==> src/rtl/seg7_tick_decoder.sv <==
// Free-running tick strobe (one clk wide, every CLK_HZ/TICK_HZ edges) plus a
// combinational hex-to-7-segment decoder with active-low segment outputs.
module seg7_tick_decoder #(
    parameter int CLK_HZ  = 100_000_000,
    parameter int TICK_HZ = 1000
) (
    input  logic       clk,
    input  logic       rst_n,
    output logic       ce1ms,
    input  logic [3:0] dig,
    output logic [6:0] seg
);

    localparam int DIV = CLK_HZ / TICK_HZ;
    localparam int CW  = (DIV < 2) ? 1 : $clog2(DIV);
    localparam logic [CW-1:0] LAST = CW'(DIV - 1);

    generate
        if (DIV < 2) begin : g_bad_div
            $error("seg7_tick_decoder: CLK_HZ/TICK_HZ must be at least 2");
        end
    endgenerate

    logic [CW-1:0] cnt;

    // Strobe is registered so it can safely feed enables or edge detectors downstream.
    always_ff @(posedge clk or negedge rst_n) begin
        if (!rst_n) begin
            cnt   <= '0;
            ce1ms <= 1'b0;
        end else if (cnt == LAST) begin
            cnt   <= '0;
            ce1ms <= 1'b1;
        end else begin
            cnt   <= cnt + 1'b1;
            ce1ms <= 1'b0;
        end
    end

    // Patterns are seg[6:0] = {g,f,e,d,c,b,a}, 0 = lit.
    always_comb begin
        seg = 7'h7f;
        case (dig)
            4'h0:    seg = 7'h40;
            4'h1:    seg = 7'h79;
            4'h2:    seg = 7'h24;
            4'h3:    seg = 7'h30;
            4'h4:    seg = 7'h19;
            4'h5:    seg = 7'h12;
            4'h6:    seg = 7'h02;
            4'h7:    seg = 7'h78;
            4'h8:    seg = 7'h00;
            4'h9:    seg = 7'h10;
            4'ha:    seg = 7'h08;
            4'hb:    seg = 7'h03;
            4'hc:    seg = 7'h46;
            4'hd:    seg = 7'h21;
            4'he:    seg = 7'h06;
            4'hf:    seg = 7'h0e;
            default: seg = 7'h7f;
        endcase
    end

endmodule

==> config.mk <==
export PLATFORM = sky130hd
export DESIGN_NAME = seg7_tick_decoder
export DESIGN_NICKNAME = d
export VERILOG_FILES = /design/src/rtl/seg7_tick_decoder.sv
export SDC_FILE = /design/constraint.sdc
export NUM_CORES = 1
export LEC_CHECK = 0
export ABC_CLOCK_PERIOD_IN_PS = 6900
export CAP_MARGIN = 10
export CORE_MARGIN = 5
export CORE_UTILIZATION = 50
export DETAILED_ROUTE_END_ITERATION = 8
export PLACE_DENSITY = 0.73
export SYNTH_ARGS = -nofsm -noshare
export SYNTH_HDL_FRONTEND = slang
export SYNTH_SLANG_ARGS = --single-unit
==> constraint.sdc <==
create_clock -name clk -period 6.9 [get_ports clk]
set_clock_uncertainty 0.15 [all_clocks]
set_input_delay 2.07 -clock clk [delete_from_list [all_inputs] [get_ports clk]]
set_output_delay 2.07 -clock clk [all_outputs]
set_load 0.1 [all_outputs]
==> Word level (Yosys, flattened, before mapping) <==
Memories as Yosys holds them, arrays and structs flattened.
Cells that the tools add are included.
{ "op_classes": {"add_sub_neg": 1, "eq_ne": 1, "n_mux": 2} }
{ "op_table": {"columns": ["op", "count"], "rows": [
  ["adder 17 x 1 -> 17 bit (second input constant)", 1],
  ["== test 17 bit (second input constant)", 1],
  ["2-to-1 mux 17 bit", 1],
  ["2-to-1 mux 1 bit", 1]
]} }
{ "totals": {"ff_bits": 18, "rom_bits": 112, "input_bits": 6, "wordCells": 7, "n_memories": 1} }
{ "mem_list": {"columns": ["name", "depth", "word_bits", "read_ports", "rd_clocked_by_memory_dff", "wr", "line", "rtl"], "rows": [
  ["(name not given)", 16, 7, 1, 0, 0, "43", "case (dig)"]
]} }

==> Logic depth before layout (Yosys ltp) <==
Gate-level depths: netlist of run 1.
{ "depth": {"word_depth": 2, "depth_mapped": 6, "mapped_depth_nobuf": 5} }

==> Least setup slack after synthesis of run 1 <==
No wires, ideal clock.
{ "synth_timing": {"kind": "input port to output port", "from": "in dig[1]", "to": "out seg[0]", "t_arrival_ps": 4554, "required_time_ps": 4680, "setup_slack_ps": 126, "cell_stages": 4, "path_cell_list": "inv_1 > ha_1 > mux2i_1 > o21ai_0"} }
{ "synth_via": {"elab_chain_len": 1} }
{ "synth_lines": {"columns": ["element", "line", "rtl"], "rows": [
  ["start, declared", "10", "input logic [3:0] dig,"],
  ["memory read (16 x 7 bit)", null, null],
  ["end, declared", "11", "output logic [6:0] seg"]
]} }
Every way passes these cells.

==> Worst setup path in the final report of run 1 <==
Ends and elaborated chain as after synthesis.

==> results of run 1 <==
[per-layer routing]
metal | wire, um | part of all wire (%) | vias to the layer above | track usage, %
li1 | - | - | 391 | -
met1 | 913 | 45 | 376 | 16.52
met2 | 1022 | 50 | 10 | 22.61
met3 | 36 | 1.8 | 4 | 1.609
met4 | 51 | 2.5 | 0 | 7.947
met5 | 0 | 0 | - | 0
[logic make-up (layout without fill, tap and decap cells)]
| logic type | count (synthesis) | after routing | share of synthesized area, % |
|---|---|---|---|
| simple gates | 45 | 45 | 25.23 |
| xor+xnor | 15 | 15 | 11.99 |
| fa+ha+maj | 7 | 7 | 7.991 |
| flops | 18 | 18 | 41.10 |
| buf+inv | 8 | 22 | 2.968 |
| mux | 6 | 6 | 6.735 |
| compound gates | 6 | 6 | 3.995 |
[Yosys cell counts]
master,number
dfrtp_1,18
buf_2,2
nor4_2,2
nand3_1,5
mux4_2,1
nand2_1,5
nand4_4,1
mux2i_1,4
o22ai_1,1
mux2_2,1
nor4_1,1
clkbuf_1,1
ha_1,7
inv_1,5
nand2b_1,1
or3b_2,1
xor2_1,4
nor3_1,5
nor2_1,14
a22o_1,2
nand4_1,4
nor4_4,1
o21ai_0,1
nor2b_1,2
nand4bb_1,1
and4_1,2
a32o_1,1
a21oi_1,1
xnor2_1,11
[cells in the final DEF, fill, tap and decap left out, drive strengths merged, types with 5 or more instances in the layout]
cell,n
buf,7
clkdlybuf4s50,6
nand3,5
nor2,14
inv,5
nand2,5
xnor2,11
dfrtp,18
ha,7
nor3,5
nand4,5
[layout make-up]
cell class	count	area [sq um]
fillers	172	869.6
multi-input cells	79	613.1
flip-flops and latches	18	450.4
repair buffers	13	125.1
clock buffers	4	36.28
well taps	28	35.03
inverters	5	18.77
[metrics by stage]
step                cells  hold slack [ns]  utilization, %  power [uW]
floorplan             105           0.3052               -       146.2
global placement      143           0.3240           57.83       160.4
detailed placement    143           0.3271           57.83       161.0
CTS                   147           0.3415           59.52       226.0
global route          147           0.3612           59.52       233.2
finish                147           0.3387           59.52       223.1
[state kept, by name (all words and copies together) (netlist names)]
register  count
ce1ms         1
cnt          17
[how the worst max path moves through the flow]
stage | from | end | depth (start not counted)
finish | dig[1] | seg[0] | 7
CTS | dig[1] | seg[0] | 7
global placement | dig[1] | seg[0] | 7
detailed placement | dig[1] | seg[0] | 7
global route | dig[1] | seg[0] | 7
floorplan | dig[1] | seg[0] | 4
[where the power goes]
part	total [uW]	leakage [uW]	internal (uW)	switching, uW
Sequential	105	0.000237	105	0
Combinational	53.0	0.000317	14.4	38.6
Clock	64.6	0.0000210	32.2	32.5
[worst register-to-register path, cell delays in order (launching register included)]
cell and delay [ns]:
dfrtp_1 0.40, ha_1 0.22, nand3_1 0.12, nor2_1 0.20, and4_1 0.44, nor2_1 0.10
==> flow_summary.toml, run 1 <==
[run_status]
run_status = "completed"

[setup_path]
timing.critical_path.arrival_ns = 3.88
worstPathRequired_ns = 4.68
worst_path_largest_cell_delay_ns = 0.49
worst_path_buf_inv = 3
r2r_cells = 5
critical_path_peak_fanout = 5
worstReg2RegStart = "cnt[0]$_DFF_PN0_"
crit-reg2reg-capture = "cnt[3]$_DFF_PN0_"
critical_path.cell_chain = "clkdlybuf4s50_1 > inv_1 > ha_1 > nor2b_1 > or3b_2 > o21ai_0 > buf_12"
critical_path.slowest_cell = "clkdlybuf4s50_1"
start_kind = "input port"
timing_worst_setup_path_type = "input port to output port"
path_delay_family = "buffers and inverters"
timing.critical_path.to_type = "output port"
setup.reg_to_reg.worst_slack_ns = 5.16

[die]
floorplan.initialDensity_pct = 51.02
die_height_um = 56.82
die-width_um = 56.82
core_sq_um = 2148
core.rowCount = 17
ios = 14
die_area_sq_um = 3229

[clock_tree]
cts_max_path_buffers = 2
cts-hold-fix-buffers = 0
clk_root_buffer_cell = "clkbuf_4"
tritoncts.num_buffers = 3
post_cts_setup_buffer_count = 0
ctsHtreeMaxLevel = 1
tritoncts_clock_tree = "built"
cts_sinks = 18
worst_skew_pair.late_latency_ns = 0.29
clkTransAtPathRegs_ns = 0.10
post_cts.resized_instances = 0

[power]
power_density_nw_per_um2 = 174.5
worst_ir_drop_vdd_mv = 0.08538
leakagePower_uw = 0.0005749

[global_route]
grt_usage_pct = 13.52
grt_first_pass_wirelength_mm = 3.443
grt_overflow_total = 0
maximum_number_of_pins_on_one_net_before_global_route_repair = 19
grt_pass1_vias = 780
antenna_found_initial = 0

[timing]
final_period_minus_worst_setup_slack_ns = 6.098
report.final.slew_viol_count = 0
slew_headroom_pct = 35.63
report.final.hold_viol_count = 0
worst_pin_slew_ns = 0.9625
final_ws_setup_ns = 0.8023
final_min_period_over_clock_period_pct = 88.37
timing.final.setup_violations = 0
max_freq_ghz = 0.1640
grt_setup_unrepaired = "no"
tns_ns = 0

[logic_synthesis]
post_synth_inst_count = 105
synth_top_area_share_pct = 41.10
yosysSeqAreaShare_pct = 41.10
ys_top_cells_by_area = "dfrtp_1, xnor2_1, ha_1"
synthesis.yosys.warnings = 0
syn-mean-instance-area_sq_um = 10.44
netlist_area_sq_um = 1096
yosys.area.top_type = "dfrtp_1"
post_synth_num_cell_types = 29
syn_nets = 118
flop_and_latch_count_out_of_synthesis = 18

[placed_design]
post-dp-hpwl_mm = 1.539
place_worst_setup_slack_ns = 0.7772
port-buffer-count = 13
place_congestion = 0.7406
placed_cell_area_sq_um = 1242

[finish]
stdcell_area_sq_um = 1279
diodes_inserted = 0
proportion_of_layout_cells_with_a_drive_suffix_above_1_pct = 15.13
nNetsFinal = 133
area_growth_syn_to_layout_pct = 16.67

[detailed_routing]
via_per_inst = 5.313
count_of_unresolved_drc_violations_after_routing = 0
drt-pass1-iter-count = 4
vias = 781
dr.first_iter.drc_count = 18
route.final.wire_length_mm = 2.024
route.detailed.wl_per_inst_um = 13.77
route.antenna.remaining_nets = 0

[job]
max_cap_violations = 0

[min_path]
whs_endpoint = "cnt[0]$_DFF_PN0_"
min_delay_path_depth = 1
holdCritPathClass = "register to register"
worstHoldStart = "cnt[0]$_DFF_PN0_"
Power figures use the tool's default switching activity.
==> run 2, diff against run 1 <==
Settings changed: ABC_AREA set to 1, TNS_END_PERCENT set to 1.
==> run 2 against run 1 <==
  * Clock-buffer cell count did not move
  * First-iteration DRC count increased by 83%
  * Maximum frequency grew 1.9%
  * Critical path depth unchanged
  * Largest power group unchanged
  * Largest cell class unchanged
  * Wire length up 21%
  * Critical endpoint is now seg[3]
  * Sequential share of layout area fell by 2.4 points
==> flow_summary.toml, run 2 <==
[run_status]
run_status = "completed"

[placed_design]
post-dp-hpwl_mm = 1.902
port-buffer-count = 13
place_inst = 210
place_congestion = 0.9566
placed_cell_area_sq_um = 1335

[detailed_routing]
route.detailed.wl_per_inst_um = 11.40
vias = 1096
met2_wirelength_mm = 1.137
count_of_unresolved_drc_violations_after_routing = 0
m1WireLength_mm = 1.062
dr.first_iter.drc_count = 33
highest_layer = "met4"
drt-pass1-iter-count = 4
route.met3.wl_um = 139
route.final.wire_length_mm = 2.440
route.antenna.remaining_nets = 0
via_per_inst = 5.121

[logic_synthesis]
synth_top_cells_by_count = "nand2_1, nor2_1, inv_1"
post_synth_inst_count = 169
synthesis.yosys.warnings = 0
synth_top_area_share_pct = 37.93
flop_and_latch_count_out_of_synthesis = 18
syn_nets = 182
synth.most_common_cell = "nand2_1"
synth-edff-count = 0
ys_dominant_reg_cell = "dfrtp_1"
netlist_area_sq_um = 1187
yosysSeqAreaShare_pct = 37.93
yosys.area.top_type = "dfrtp_1"
syn-mean-instance-area_sq_um = 7.026
post_synth_num_cell_types = 23
ys_top_cells_by_area = "dfrtp_1, nand2_1, nor2_1"
postSynth.asyncResetShare_pct = 100.0

[finish]
max_flop_register = "cnt"
number_of_flip_flops_in_the_largest_register = 17
diodes_inserted = 0
instances_no_fill = 214
top_regs = "cnt x17, ce1ms x1"
most-common-layout-cells = "nand2_1, nor2_1, inv_1"
area_growth_syn_to_layout_pct = 15.49
nNetsFinal = 200
stdcell_area_sq_um = 1371
most_frequent_standard_cell_in_the_layout_excluding_fill_and_tap_cells = "nand2_1"
proportion_of_layout_cells_with_a_drive_suffix_above_1_pct = 9.677
fillers = 203

[setup_path]
start_kind = "input port"
crit-reg2reg-capture = "cnt[10]$_DFF_PN0_"
setup.reg_to_reg.worst_slack_ns = 5.35
timing.critical_path.arrival_ns = 3.76
critical_path_peak_fanout = 5
cp-startpoint = "dig[1]"
timing.critical_path.to_type = "output port"
timing_worst_setup_path_type = "input port to output port"
worstReg2RegStart = "cnt[0]$_DFF_PN0_"
endpoint = "seg[3]"
worstPathRequired_ns = 4.68
r2r_cells = 6

[timing]
final_period_minus_worst_setup_slack_ns = 5.982
timing.final.setup_violations = 0
grt_setup_unrepaired = "no"
max_freq_ghz = 0.1672
final_min_period_over_clock_period_pct = 86.69
hold_worst_slack_ns = 0.3629
worst_pin_slew_ns = 0.9861
tns_ns = 0
report.final.slew_viol_count = 0
slew_headroom_pct = 34.05
report.final.hold_viol_count = 0

[clock_tree]
tritoncts_clock_tree = "built"
post_cts_setup_buffer_count = 0
ctsHtreeMaxLevel = 1
worst_skew_pair.late_latency_ns = 0.31
clkTransAtPathRegs_ns = 0.11
cts_max_path_buffers = 2
cts-hold-fix-buffers = 0
post_cts.resized_instances = 0
tritoncts.num_buffers = 3
cts_sinks = 18
clk_root_buffer_cell = "clkbuf_4"

[die]
ios = 14
core_sq_um = 2233
core.rowCount = 17
die_area_sq_um = 3449
floorplan.initialDensity_pct = 53.17
die-width_um = 58.73
die_height_um = 58.73

[power]
netSwitchingFraction_pct = 33.25
clock_power_share_pct = 30.7
comb_power_share_pct = 21.9
proportion_of_power_drawn_by_flip_flops_and_latches_pct = 47.5
power_density_nw_per_um2 = 161.9
total_power_uw = 222.1
switchingPower_uw = 73.83
internal_power_uw = 148.2
worst_ir_drop_vdd_mv = 0.1335
leakagePower_uw = 0.0007704

[global_route]
grt_overflow_total = 0
grt_first_pass_wirelength_mm = 4.243
maximum_number_of_pins_on_one_net_before_global_route_repair = 19
antenna_found_initial = 0
grt_usage_pct = 15.88
grt_pass1_vias = 1016

[job]
max_cap_violations = 0

[min_path]
holdCritPathClass = "register to register"
==> run 2: cell count changes in the layout (fill, tap and decap cells not counted), sizes merged, moves of 3 or more <==
cell   change
nand2     +37
inv       +23
nor2      +19
xnor2     -10
nand3      +9
a21oi      +7
mux2i      -4
nor4       -4
nand4      -3
nor3       -3
o21ai      +3
==> run 2: worst max-delay path, cell delays in order <==
cell and delay, ns:
clkdlybuf4s50_1 0.57, inv_1 0.12, ha_1 0.30, o21ai_0 0.23
nand2_1 0.07, o21ai_0 0.08, buf_4 0.32
==> run 2: logic make-up after synthesis <==
family	count (synthesis)	synth area share, %
xor+xnor	6	4.426
buf+inv	29	9.167
simple gates	93	33.40
compound gates	16	7.693
fa+ha+maj	7	7.376
flops	18	37.93
==> run 2: worst min-delay path by stage <==
stage / from / endpoint / slack (ns) / depth (start not counted)
2_1_floorplan: cnt[0]$_DFF_PN0_ / cnt[0]$_DFF_PN0_ / 0.32 / 1
4_1_cts: cnt[0]$_DFF_PN0_ / cnt[0]$_DFF_PN0_ / 0.37 / 1
5_1_grt: cnt[0]$_DFF_PN0_ / cnt[0]$_DFF_PN0_ / 0.41 / 1
3_5_place_dp: cnt[0]$_DFF_PN0_ / cnt[0]$_DFF_PN0_ / 0.35 / 1
3_3_place_gp: cnt[0]$_DFF_PN0_ / cnt[0]$_DFF_PN0_ / 0.34 / 1
6_report: cnt[0]$_DFF_PN0_ / cnt[0]$_DFF_PN0_ / 0.36 / 1
==> run 2: final cells by class <==
cell class | instances | area (sq um) | area share (%)
Clock buffer | 4 | 36.28 | 2.646
Tap cell | 28 | 35.03 | 2.555
Inverter | 29 | 108.9 | 7.938
Sequential cell | 18 | 450.4 | 32.85
Multi-Input combinational cell | 122 | 628.1 | 45.80
Timing Repair Buffer | 13 | 112.6 | 8.212
==> run 2: stage by stage <==
stage / utilization (%) / setup WS, ns
after CTS: 61.40 / 0.9630
after global routing: 61.40 / 0.8270
after floorplan: - / 0.07102
after detailed placement: 59.78 / 0.9659
final: 61.40 / 0.9181
after global placement: 59.78 / 1.054
==> run 2: power by group through the flow <==
stage	sequential, uW	clock, uW	combinational [uW]
floorplan	108	0	34.8
global placement	107	0	47.8
detailed placement	107	0	48.6
CTS	105	67.9	48.7
global route	105	74.8	51.2
finish	105	68.1	48.5
==> run 2: metal layers <==
layer / track usage [%] / vias up
li1: - / 559
met1: 18.48 / 500
met2: 27.60 / 26
met3: 1.974 / 11
met4: 9.385 / 0
met5: 0 / -
